<file path="src/rtl/spi_pkg.sv">
// spi_pkg: shared SPI slave types and default word width
package spi_pkg;
  typedef enum logic {
    IDLE   = 1'b0,
    ACTIVE = 1'b1
  } spi_state_e;
  localparam int SPI_DATA_WIDTH = 8;
endpackage

</file>
<file path="src/rtl/spi_slave_shifter.sv">
// spi_slave_shifter: SPI mode-0 MSB-first slave shift engine fed by pre-detected SCLK edge pulses
module spi_slave_shifter
  import spi_pkg::*;
#(
  parameter int DATA_WIDTH = SPI_DATA_WIDTH
) (
  input  logic                  clk_i,
  input  logic                  rst_i,
  input  logic                  spi_cs_n_i,
  input  logic                  spi_mosi_i,
  input  logic                  sclk_pos_i,
  input  logic                  sclk_neg_i,
  output logic                  spi_miso_o,
  output logic [DATA_WIDTH-1:0] rx_data_o,
  output logic                  rx_vld_o,
  output logic                  rx_first_o,
  input  logic [DATA_WIDTH-1:0] tx_data_i,
  output logic                  tx_req_o
);
  localparam int CW = $clog2(DATA_WIDTH);
  localparam logic [CW-1:0] LAST = CW'(DATA_WIDTH - 1);
  spi_state_e state_q, state_d;
  logic [CW-1:0] cnt_q, cnt_d;
  logic [DATA_WIDTH-1:0] rx_q, rx_d, tx_q, tx_d, rx_data_q, rx_data_d;
  logic first_q, first_d, rx_vld_q, rx_vld_d, rx_first_q, rx_first_d, tx_req_q, tx_req_d;
  logic active, pos, neg, done;
  logic [DATA_WIDTH-1:0] rx_shift;
  assign active   = state_q == ACTIVE && !spi_cs_n_i;
  assign pos      = active && sclk_pos_i;
  assign neg      = active && sclk_neg_i;
  assign done     = pos && cnt_q == LAST;
  assign rx_shift = {rx_q[DATA_WIDTH-2:0], spi_mosi_i};
  // Next state: CS drives the FSM, edges act only while selected, word completion is registered one cycle later
  always_comb begin
    state_d    = spi_cs_n_i ? IDLE : ACTIVE;
    cnt_d      = cnt_q;
    rx_d       = rx_q;
    tx_d       = tx_q;
    first_d    = first_q;
    rx_vld_d   = done;
    tx_req_d   = done;
    rx_data_d  = done ? rx_shift : rx_data_q;
    rx_first_d = done ? first_q : rx_first_q;
    if (state_q == IDLE && !spi_cs_n_i) begin
      cnt_d   = '0;
      first_d = 1'b1;
      tx_d    = tx_data_i;
    end else if (spi_cs_n_i) begin
      cnt_d = '0;
    end else if (pos) begin
      rx_d    = rx_shift;
      cnt_d   = done ? '0 : cnt_q + 1'b1;
      first_d = done ? 1'b0 : first_q;
    end else if (neg) begin
      tx_d = cnt_q == '0 ? tx_data_i : {tx_q[DATA_WIDTH-2:0], 1'b0};
    end
  end
  // State and datapath registers with synchronous reset
  always_ff @(posedge clk_i) begin
    if (rst_i) begin
      state_q    <= IDLE;
      cnt_q      <= '0;
      rx_q       <= '0;
      tx_q       <= '0;
      first_q    <= 1'b0;
      rx_data_q  <= '0;
      rx_vld_q   <= 1'b0;
      rx_first_q <= 1'b0;
      tx_req_q   <= 1'b0;
    end else begin
      state_q    <= state_d;
      cnt_q      <= cnt_d;
      rx_q       <= rx_d;
      tx_q       <= tx_d;
      first_q    <= first_d;
      rx_data_q  <= rx_data_d;
      rx_vld_q   <= rx_vld_d;
      rx_first_q <= rx_first_d;
      tx_req_q   <= tx_req_d;
    end
  end
  assign spi_miso_o = state_q == ACTIVE ? tx_q[DATA_WIDTH-1] : 1'b0;
  assign rx_data_o  = rx_data_q;
  assign rx_vld_o   = rx_vld_q;
  assign rx_first_o = rx_first_q;
  assign tx_req_o   = tx_req_q;
endmodule

</file>
<file path="config.mk">
export PLATFORM = sky130hd
export DESIGN_NAME = spi_slave_shifter
export DESIGN_NICKNAME = d
export VERILOG_FILES = /design/src/rtl/spi_pkg.sv /design/src/rtl/spi_slave_shifter.sv
export SDC_FILE = /design/constraint.sdc
export NUM_CORES = 1
export LEC_CHECK = 0
export CELL_PAD_IN_SITES_DETAIL_PLACEMENT = 1
export CELL_PAD_IN_SITES_GLOBAL_PLACEMENT = 2
export CORE_ASPECT_RATIO = 0.6
export CORE_MARGIN = 10
export CORE_UTILIZATION = 30
export DETAILED_ROUTE_END_ITERATION = 8
export HOLD_SLACK_MARGIN = 0.03
export PLACE_DENSITY_LB_ADDON = 0.1
export SLEW_MARGIN = 20
export SYNTH_ARGS = -nofsm -noshare
export SYNTH_HDL_FRONTEND = slang
export SYNTH_SLANG_ARGS = --single-unit
</file>
<file path="constraint.sdc">
create_clock -name clk_i -period 1.5 [get_ports clk_i]
set_input_delay 0.45 -clock clk_i [delete_from_list [all_inputs] [get_ports clk_i]]
set_output_delay 0.45 -clock clk_i [all_outputs]
set_load 0.01 [all_outputs]
</file>
==> results.md <==
Run status:
- The flow ran to the end, and the final reports show no timing, DRC or antenna violations.

Power and ir drop:
- For this design the ratio of total power to cell area is 899.0 nW/µm².
- The net switching power figure is 349.0 µW.
- The worst-case IR drop observed on VDD is 0.0003182 V.
- The analysis attributes to cell leakage a power of 0.7525 nW.
- The sequential group share of total power is 51.5%.
- In this run, the combinational gates consume 10.2% of the power.
- The fraction of power spent switching nets is 21.68%.
- The cell-internal power is 1.261 mW.
- The clock share of power is 38.3%.

Synthesis:
- The largest area contributor in the synthesized netlist is dfxtp_1.
- The register bit count reported by yosys is 30.
- The proportion of synthesized flip-flops having asynchronous set or reset is 0%.
- The count of cell types in the netlist is 25.
- The synthesized design contains 0 enable-type register cells.
- After technology mapping, the gate count stands at 140.
- The Yosys warning count is 0.
- The mapped netlist covers 1267 µm².
- Dividing the synthesized area by the synthesized cell count gives 9.053 µm².
- Ranked by total cell area, the synthesized netlist is headed by dfxtp_1, nand2_1, a21oi_1, a211oi_2, mux2i_1.
- The sequential share of the synthesized area is 47.38%.
- The area share of the largest cell type after synthesis is 47.38%.
- The post-synthesis net count is 157.
- The predominant post-synthesis flop cell is dfxtp_1.

Setup path:
- The nature of the critical path startpoint is an input pin.
- For this design, the slowest cell found on the critical path is clkdlybuf4s50_1.
- The largest incremental delay on the critical path is 430 ps.
- For the worst setup path, the data required time is 1690 ps.
- Data on the critical path arrives at its endpoint at 1620 ps.
- The critical path is of the input pin to register type.
- The largest fanout of any net on the critical path is 16.
- The signal on the critical path passes through clkdlybuf4s50_1 > nand2b_4 > a21oi_2 > buf_12 > nor2_1 > a211oi_2.
- STA classifies the critical path endpoint as a register.

Timing:
- The final clock skew is 3.436 ps.
- Timing would allow up to 0.6947 GHz.
- The number of hold violations in the final report is 0.
- Setup repair after global routing could not meet its margin everywhere.
- Of the available clock period, the critical path in the final layout requires 95.97%.
- For the pin with the worst max-slew slack, the measured transition is 203.0 ps.
- The worst pin sits at a relative slew slack of 86.08%.
- Setup violations remaining at the end of the flow were counted as 0.
- The final setup slack of the worst path is 60.49 ps.
- The final-layout setup total negative slack is 0 ps.
- The worst path needs 1440 ps of the cycle, external delays included.
- The max-slew violation count is 0.

Global routing:
- The overall routing resource usage is 8.588%.
- The met3 track demand over resource in global routing is 3.846%.
- The global-route wire length before repair is 5.271 mm.
- The busiest layer in global routing is met2.
- The via count of the first global-routing pass is 1102.
- Summed over all layers, the global routing overflow is 0.
- The met1 track demand over resource is 10.85%.
- The pin count of the biggest net entering global routing is 20.
- The met2 routing resource usage after global routing is 12.89%.
- The initial antenna violation count was 0.

Placed design:
- At the end of routability-driven placement, the weighted congestion stood at 0.7213.
- Detailed placement finished with a half-perimeter wire length of 2.428 mm.
- OpenSTA, run right after detailed placement, puts the worst setup slack at -437.0 ps.
- After detailed placement, the total cell area comes to 1702 µm².
- The count of port buffers added during placement is 25.

Die:
- The die width is 103.9 µm.
- For this configuration, the core starts out at a cell density of 30.92%.
- The core region is 4099 µm².
- The number of primary I/O pins is 26.
- The floorplan die height is 70.35 µm.
- The floorplan has 18 rows.
- The total die area is 7310 µm².

Final layout:
- The layout has 485 filler cells.
- The finished cells cover 1790 µm².
- The number of antenna diodes in the final layout is 0.
- The layout overhead on the synthesized area is 41.26%.
- After the last flow step, the layout net total stands at 199.
- The share of post-route cells with drive strength above 1 is 22.65%.

Clock tree:
- The TritonCTS clock tree is done.
- In this run, post-CTS hold repair placed 0 buffers.
- CTS saw 30 sinks.
- The cell sitting at the root of the clock tree is a clkbuf_8.
- Clock tree synthesis inserted a total of 5 buffers.
- The latest clock arrival within the worst-skew pair is 270 ps.
- The maximum level of the CTS H-tree is 2.
- Clock-pin slew was measured on the worst setup and hold paths at 60 ps.
- The clock passes through at most 2 buffers.

Routing:
- Wires add up to 3.051 mm.
- The detailed-router iteration count before antenna repair is 4.
- The average wire per standard cell is 12.66 µm.
- Summing over every cut layer, the via total after detailed routing is 1100.
- The via density per instance is 4.564.
- The violation count after the first detailed-routing iteration is 24.
- For this run, design rule violations remaining after detail routing come to 0.
- Once detail routing completed, the nets flagged for antenna violations numbered 0.

Worst hold path:
- The min-delay analysis places its worst path in the category register to register.

Job:
- Across the run, the number of max-cap violations was 0.
## synthesized netlist by cell type, drive strengths merged (2+ instances only)
library cell   n
dfxtp         30
buf            7
nand2b         2
ha             3
a21oi         21
inv            3
nand3         11
clkbuf         2
mux2i          7
nor2          12
a211oi         7
nand2         29
## final cells by class
type	instances	area [µm²]	area share [%]
clock buffers	6	82.58	4.612
inverters	3	11.26	0.6289
multi-input cells	98	605.6	33.82
flip-flops and latches	30	600.6	33.54
well taps	60	75.07	4.193
repair buffers	44	415.4	23.20
## layer usage
| metal | wire [µm] | share of wire (%) | vias up |
|---|---|---|---|
| li1 | - | - | 551 |
| met5 | 0 | 0 | - |
| met1 | 1496 | 49 | 528 |
| met3 | 156 | 5.1 | 2 |
| met2 | 1376 | 45 | 19 |
| met4 | 21 | 0.69 | 0 |
## cell usage in the layout (no fill, tap or decap), drive strengths merged
master and instances:
dfxtp 30, nand2 29, a21oi 21, buf 19, nor2 12, clkdlybuf4s50 12
dlygate4sd2 12, nand3 11, mux2i 7, a211oi 7, clkbuf 6, ha 3
inv 3, nand2b 2, and2 1, and2b 1, nand3b 1, xnor2 1
o22ai 1, nor2b 1, clkdlybuf4s15 1
## kinds of logic after synthesis
kind of cell	share of synthesized area (%)
AND/OR/NAND/NOR	21.03
buffers and inverters	5.330
adder cells (fa/ha/maj)	2.962
flip-flops	47.38
XOR/XNOR	0.6911
AO/OA/AOI/OAI	17.08
multiplexers	5.528
## power groups by stage
stage	Clock (mW)	Combinational (mW)	Sequential, mW
after global placement	0	0.157	0.845
after CTS	0.637	0.161	0.828
after global routing	0.673	0.179	0.830
after detailed placement	0	0.162	0.846
final	0.617	0.164	0.829
after floorplan	0	0.0790	0.844
## worst max-delay path: cells and delay by family
family                 cells  cell delay (ps)
buffers and inverters      2              600
AOI/OAI and AO/OA          2              360
and+or+nand+nor            2              200
## sequential cells by signal, indices dropped and copies added, names as in the netlist
signal,cells
first_q,1
cnt_q,3
rx_first_o,1
rx_data_o,8
rx_q,7
tx_req_o,1
tx_q,8
state_q,1
## stage by stage
stage | utilization [%] | hold WS, ps | total power, mW | std cells
after floorplan | - | 432.1 | 0.9231 | 140
after global placement | 41.51 | 443.5 | 1.001 | 233
after detailed placement | 41.51 | 453.3 | 1.008 | 233
after CTS | 43.19 | 460.0 | 1.626 | 239
after global routing | 43.68 | 483.9 | 1.682 | 241
final | 43.68 | 456.8 | 1.610 | 241
## path summary, 6_finish.rpt
| check | from | end | slack [ps] | cells past startpoint |
|---|---|---|---|---|
| max reg2reg | cnt_q[0]$_SDFFE_PP0P_ | tx_q[5]$_SDFFE_PP0P_ | 130 | 7 |
| min reg2reg | rx_data_o[3]$_SDFFE_PP0N_ | rx_data_o[3]$_SDFFE_PP0N_ | 460 | 2 |
| min | rx_data_o[3]$_SDFFE_PP0N_ | rx_data_o[3]$_SDFFE_PP0N_ | 460 | 2 |
| max | sclk_pos_i | tx_q[2]$_SDFFE_PP0P_ | 60 | 6 |
## timing repair
item                                    CTS  global route
setup buffers                             0             2
resized for setup                        14             2
pin swaps                                 0             0
endpoints found under the setup margin   39             5
Note: power is estimated with default switching activity, not from simulation.
